**src/rtl/multicycle_control.sv**
```systemverilog
// Multi-cycle MIPS control sequencer: fetch/decode/execute/memory/writeback over one shared
// memory port and one ALU. Supports lw, sw, R-type, addi, beq and j.
// Optional feature: define MC_INSTR_CNT_EN to add the retired-instruction counter instr_cnt.
module multicycle_control #(
  parameter int unsigned MAX_WAIT = 15
`ifdef MC_INSTR_CNT_EN
  ,
  parameter int unsigned CNT_WIDTH = 32
`endif
) (
  input  logic                 clk,
  input  logic                 rst_n,
  input  logic [5:0]           Opcode,
  input  logic                 mem_ready,
  output logic                 PCWrite,
  output logic                 Branch,
  output logic                 IorD,
  output logic                 MemRead,
  output logic                 MemWrite,
  output logic                 IRWrite,
  output logic                 MemtoReg,
  output logic                 RegDest,
  output logic                 RegWrite,
  output logic                 ALUSrcA,
  output logic [1:0]           ALUSrcB,
  output logic [1:0]           ALUOp,
  output logic [1:0]           PCSrc,
  output logic                 instr_done,
  output logic                 illegal_op,
  output logic                 mem_err,
`ifdef MC_INSTR_CNT_EN
  output logic [CNT_WIDTH-1:0] instr_cnt,
`endif
  output logic [3:0]           state
);

  typedef enum logic [3:0] {
    StIdle   = 4'd0,
    StFetch  = 4'd1,
    StDecode = 4'd2,
    StMemAdr = 4'd3,
    StMemRd  = 4'd4,
    StMemWb  = 4'd5,
    StMemWr  = 4'd6,
    StExec   = 4'd7,
    StAluWb  = 4'd8,
    StBranch = 4'd9,
    StAddiEx = 4'd10,
    StAddiWb = 4'd11,
    StJump   = 4'd12
  } state_e;

  localparam logic [5:0] OpRtype = 6'b000000;
  localparam logic [5:0] OpLw    = 6'b100011;
  localparam logic [5:0] OpSw    = 6'b101011;
  localparam logic [5:0] OpAddi  = 6'b001000;
  localparam logic [5:0] OpBeq   = 6'b000100;
  localparam logic [5:0] OpJ     = 6'b000010;

  localparam logic [7:0] WaitLast = 8'(MAX_WAIT - 1);

  state_e     state_q;
  logic [5:0] op_q;
  logic [7:0] wait_q;
  logic       err_q;

  logic mem_state;
  logic timeout;
  logic wait_inc;
  logic op_legal;

  // Memory-wait bookkeeping: only the three states that touch the memory port can stall.
  always_comb begin
    mem_state = (state_q == StFetch) || (state_q == StMemRd) || (state_q == StMemWr);
    timeout   = mem_state && !mem_ready && (wait_q == WaitLast);
    wait_inc  = mem_state && !mem_ready && !timeout;
    op_legal  = (Opcode == OpRtype) || (Opcode == OpLw) || (Opcode == OpSw) ||
                (Opcode == OpAddi) || (Opcode == OpBeq) || (Opcode == OpJ);
  end

  // Sequencer state, captured opcode, wait counter and sticky timeout flag.
  always_ff @(posedge clk) begin
    if (!rst_n) begin
      state_q <= StIdle;
      op_q    <= '0;
      wait_q  <= '0;
      err_q   <= 1'b0;
    end else begin
      // Counter clears whenever the stall ends, the state is left, or a timeout fires.
      wait_q <= wait_inc ? (wait_q + 8'd1) : '0;
      case (state_q)
        StIdle: if (!err_q) state_q <= StFetch;
        StFetch: begin
          if (mem_ready) begin
            state_q <= StDecode;
          end else if (timeout) begin
            state_q <= StIdle;
            err_q   <= 1'b1;
          end
        end
        StDecode: begin
          op_q <= Opcode;
          case (Opcode)
            OpLw, OpSw: state_q <= StMemAdr;
            OpRtype:    state_q <= StExec;
            OpAddi:     state_q <= StAddiEx;
            OpBeq:      state_q <= StBranch;
            OpJ:        state_q <= StJump;
            default:    state_q <= StFetch;
          endcase
        end
        StMemAdr: state_q <= (op_q == OpLw) ? StMemRd : StMemWr;
        StMemRd: begin
          if (mem_ready) begin
            state_q <= StMemWb;
          end else if (timeout) begin
            state_q <= StIdle;
            err_q   <= 1'b1;
          end
        end
        StMemWb: state_q <= StFetch;
        StMemWr: begin
          if (mem_ready) begin
            state_q <= StFetch;
          end else if (timeout) begin
            state_q <= StIdle;
            err_q   <= 1'b1;
          end
        end
        StExec:   state_q <= StAluWb;
        StAluWb:  state_q <= StFetch;
        StAddiEx: state_q <= StAddiWb;
        StAddiWb: state_q <= StFetch;
        StBranch: state_q <= StFetch;
        StJump:   state_q <= StFetch;
        default:  state_q <= StIdle;
      endcase
    end
  end

  // Moore control decode; only the memory strobes and illegal_op look at inputs.
  always_comb begin
    PCWrite    = 1'b0;
    Branch     = 1'b0;
    IorD       = 1'b0;
    MemRead    = 1'b0;
    MemWrite   = 1'b0;
    IRWrite    = 1'b0;
    MemtoReg   = 1'b0;
    RegDest    = 1'b0;
    RegWrite   = 1'b0;
    ALUSrcA    = 1'b0;
    ALUSrcB    = 2'b00;
    ALUOp      = 2'b00;
    PCSrc      = 2'b00;
    instr_done = 1'b0;
    illegal_op = 1'b0;
    case (state_q)
      StFetch: begin
        MemRead = 1'b1;
        ALUSrcB = 2'b01;
        IRWrite = mem_ready;
        PCWrite = mem_ready;
      end
      StDecode: begin
        ALUSrcB    = 2'b11;
        illegal_op = !op_legal;
      end
      StMemAdr: begin
        ALUSrcA = 1'b1;
        ALUSrcB = 2'b10;
      end
      StMemRd: begin
        MemRead = 1'b1;
        IorD    = 1'b1;
      end
      StMemWb: begin
        RegWrite   = 1'b1;
        MemtoReg   = 1'b1;
        instr_done = 1'b1;
      end
      StMemWr: begin
        MemWrite   = 1'b1;
        IorD       = 1'b1;
        instr_done = mem_ready;
      end
      StExec: begin
        ALUSrcA = 1'b1;
        ALUOp   = 2'b10;
      end
      StAluWb: begin
        RegWrite   = 1'b1;
        RegDest    = 1'b1;
        instr_done = 1'b1;
      end
      StBranch: begin
        ALUSrcA    = 1'b1;
        ALUOp      = 2'b01;
        PCSrc      = 2'b01;
        Branch     = 1'b1;
        instr_done = 1'b1;
      end
      StAddiEx: begin
        ALUSrcA = 1'b1;
        ALUSrcB = 2'b10;
      end
      StAddiWb: begin
        RegWrite   = 1'b1;
        instr_done = 1'b1;
      end
      StJump: begin
        PCWrite    = 1'b1;
        PCSrc      = 2'b10;
        instr_done = 1'b1;
      end
      default: ;
    endcase
  end

  assign mem_err = err_q;
  assign state   = state_q;

`ifdef MC_INSTR_CNT_EN
  logic [CNT_WIDTH-1:0] cnt_q;

  // Retired-instruction counter; wraps naturally at all ones.
  always_ff @(posedge clk) begin
    if (!rst_n) begin
      cnt_q <= '0;
    end else if (instr_done) begin
      cnt_q <= cnt_q + 1'b1;
    end
  end

  assign instr_cnt = cnt_q;
`endif

endmodule

```
**config.mk**
```make
export PLATFORM = sky130hd
export DESIGN_NAME = multicycle_control
export DESIGN_NICKNAME = d
export VERILOG_FILES = /design/src/rtl/multicycle_control.sv
export SDC_FILE = /design/constraint.sdc
export NUM_CORES = 1
export LEC_CHECK = 0
export CAP_MARGIN = 20
export CORE_AREA = 2 2 63 65
export DETAILED_ROUTE_END_ITERATION = 10
export DIE_AREA = 0 0 65 67
export PLACE_DENSITY_LB_ADDON = 0.15
export SYNTH_ARGS = -nofsm -noshare
export SYNTH_HDL_FRONTEND = slang
export SYNTH_SLANG_ARGS = --single-unit
export TNS_END_PERCENT = 5
```
**constraint.sdc**
```tcl
create_clock -name clk -period 2.08 [get_ports clk]
set_input_delay 0.312 -clock clk [delete_from_list [all_inputs] [get_ports clk]]
set_output_delay 0.312 -clock clk [all_outputs]
set_load 0.01 [all_outputs]
```
==> flow_metrics.tcl, run 1 <==
set metrics [dict create \
    outcome "finished clean" \
    drt_iter0_drc 25 \
    critPathKind "flip-flop to output port" \
    hold-worst-slack_ns 0.457 \
    cts_tree "done" \
    first_global_vias 1177 \
    gp_congestion 0.771 \
    grt_overflow 0 \
    r2r_slack_ns 0.48 \
    power.total_w 0.000829 \
    routed_wl_um 2960 \
    syn_nets 168 \
    async_reset_ff_share_pct 0 \
    cts_setup_buffers 0 \
    holdPathStages 2 \
    dieArea_sq_um 4360 \
    fin_crit_ns 2.03 \
    finalHoldViolations 0 \
    setup_tns_ns 0 \
    rsz0062_at_grt "yes" \
    post_synth.cell_area_avg_sq_um 7.95 \
    multi_input_area_sq_um 798 \
    hp-start "op_q[2]" \
    worstPathRequired_ns 1.77 \
    grt_usage_pct 14.7 \
    yosys-top-cells-count "dfxtp_1 (19), nand2_1 (18), nor2_1 (17)" \
    holdBufCountCts 0 \
    numClockSinks 19 \
    yosysUniqueCellTypes 48 \
    fp-row-count 22 \
    insertion_delay_ns 0.25 \
    clk_pin_slew_worst_paths_ns 0.07 \
    cts_buffers 3 \
    synth-edff-count 0 \
    via_count 1259 \
    p_leak_nw 0.670 \
    switching_share_pct 26.2 \
    synth_top_area_share_pct 30.5 \
    post-route-drc-count 0 \
    ys.flop_type "dfxtp_1" \
    combPwrFrac_pct 23.2 \
    synth.most_common_cell "dfxtp_1" \
    portBuffers 31 \
    grt_antenna_before_repair 0 \
    fin_crit_sh_pct 97.6 \
    hold_class "flip-flop to flip-flop" \
    n_antenna_cell 0 \
    pin_count 32 \
    skew_ns 0.00445 \
    finalNonFillerCells 246 \
    p_sw_w 0.000217 \
    crit_path_top_delay_cell "clkdlybuf4s50_1" \
    path_cells "nor3b_2 -> and2_4 -> a211o_1 -> clkdlybuf4s50_1" \
    die_x_um 65 \
    p_int_w 0.000612 \
    synth_largest_area_cell "dfxtp_1" \
    drive_above_1_share_pct 19.7 \
    cts_max_level 1 \
    setup_viol 0 \
    grt_pass1_wl_um 5050 \
    synth_cells 157 \
    ys_seq_elements 19 \
    regToRegStartpoint "state[2]" \
    arrival_ns 1.72 \
    yosys-top-cells-area "dfxtp_1 (30%), nand2_1 (5.4%), nor2_1 (5.1%)" \
    initial_utilization_pct 34.6 \
    worstMarginPinSlew_ns 0.529 \
    max_cap_violations 0 \
    post-place-cells 242 \
    pwr_density_cell_nw_per_um2 469 \
    dieHeight_um 67 \
    vias_per_cell 5.12 \
    pwr-share-clk_pct 30.5 \
    syn2layout_area_growth_pct 41.6 \
    grt_max_degree 13 \
    ys_warn_count 0 \
    reg2reg_depth 5 \
    slew_viol_final 0 \
    critPathCaptureType "output port" \
    cts_buffer_depth 2 \
    layout.nets 210 \
    dr.pass1.iters 4 \
    critical_path_buf_inv_count 1 \
    synth_area_sq_um 1250 \
    dp_hpwl_um 2360 \
    r2r_end "state[1]" \
    min_to "op_q[2]" \
    num-fill-cells 363 \
    slowest_delay_ns 0.48 \
    irDropWorstVdd_mv 0.271 \
    seq_area_sq_um 392 \
    design.core.area_sq_um 3610 \
    seq_power_share_pct 46.2 \
    root_buffer "clkbuf_8" \
    antenna_left 0 \
    critPathMaxFanout 9 \
    drt-wirelength-per-cell_um 12.0 \
    fmax_mhz 492 \
    ys_seq_area_share_pct 30.5 \
    cp_top_family "buffers and inverters" \
    cp-start-kind "flip-flop" \
    maxSlewHeadroom_pct 64.4 \
]
## power by group through the flow
stage          clock (W)  combinational, W  sequential, W
5_1_grt         0.000280          0.000210       0.000385
4_1_cts         0.000261          0.000193       0.000384
3_5_place_dp           0          0.000193       0.000393
2_1_floorplan          0          0.000101       0.000388
3_3_place_gp           0          0.000191       0.000393
6_report        0.000253          0.000193       0.000383
## flip-flops by register name (all words and copies together), names as in the netlist
signal and count:
op_q 6, state 4, wait_q 8, mem_err 1
## worst register-to-register path, stage by stage (launching register included)
cell and delay (ns):
dfxtp_4 0.38, or4b_4 0.55, buf_4 0.19, a2111oi_4 0.20, a31oi_1 0.09, a21oi_2 0.13
## what timing repair did
action / CTS / global route
endpoints found under the setup margin: 14 / 9
hold endpoints to repair: 0 / 0
gates resized for setup: 10 / 9
pin swaps: 1 / 0
gates cloned: 0 / 0
## through the flow
| stage | worst slack (ns) | area, sq um | util [%] |
|---|---|---|---|
| 6_report | 0.0490 | 1770 | 49.0 |
| 5_1_grt | -0.0672 | 1770 | 49.0 |
| 4_1_cts | -0.0188 | 1740 | 48.3 |
| 3_5_place_dp | -0.276 | 1690 | 46.8 |
| 3_3_place_gp | -0.250 | 1690 | 46.8 |
| 2_1_floorplan | 0.194 | 1250 | - |
## area by class of cell
class,instances,area share [%]
sequential,19,22.2
timing repair buffer,51,26.1
multi-input combinational,121,45.2
tap,48,3.40
clock buffer,4,2.55
inverter,3,0.637
## routing by layer
metal | global-route usage, % | routed length (um) | vias up
met2 | 26.7 | 1440 | 31
met4 | 5.85 | 39 | 0
met1 | 17.4 | 1380 | 589
met3 | 2.03 | 95 | 5
li1 | - | - | 634
met5 | 0 | 0 | -
## placed cells by master (no fill, tap or decap), types with 2 or more instances in the layout
cell and n:
dfxtp_1 16, nand2_1 18, ha_1 2, a21oi_2 2, nand4b_1 2, nand3_1 3, a31oi_1 2, clkbuf_8 3
dlymetal6s2s_1 2, dfxtp_4 3, nor2b_1 3, o21ai_1 3, xnor2_1 4, a21oi_1 4, o211ai_1 2, clkdlybuf4s50_1 28
nand4_1 4, inv_1 3, nor3_1 8, and3_1 3, nor3_2 2, nand2b_1 4, nor2_1 17, xor2_1 6
buf_4 20, a21boi_1 6, or3_1 2
## cells by family after synthesis
group                    after synthesis  share of synthesized area (%)
flip-flops                            19                           30.5
AND/OR/NAND/NOR                       77                           33.0
adder cells (fa/ha/maj)                3                           2.81
buffers and inverters                 17                           7.42
multiplexers                           1                          0.903
XOR/XNOR                              10                           7.02
AO/OA/AOI/OAI                         30                           18.4
## worst max-delay path by stage
| stage | startpoint | end | slack [ns] | cells past startpoint |
|---|---|---|---|---|
| after floorplan | state[3] | ALUOp[0] | 0.19 | 5 |
| after CTS | state[0] | instr_done | -0.02 | 4 |
| after detailed placement | Opcode[2] | illegal_op | -0.28 | 6 |
| final | state[2] | instr_done | 0.05 | 4 |
| after global placement | Opcode[2] | illegal_op | -0.25 | 6 |
| after global routing | state[1] | PCWrite | -0.07 | 5 |
(Power assumes the default switching activity.)
==> run 2: changes to the inputs <==
--- a/config.mk
+++ b/config.mk
@@ -7,6 +7,7 @@
 export LEC_CHECK = 0
 export CAP_MARGIN = 20
 export CORE_AREA = 2 2 63 65
+export CTS_CLUSTER_DIAMETER = 150
 export DETAILED_ROUTE_END_ITERATION = 10
 export DIE_AREA = 0 0 65 67
 export PLACE_DENSITY_LB_ADDON = 0.15
==> results of run 2 <==
Same layout as run 1: the final DEF is identical, and so are final timing and power.
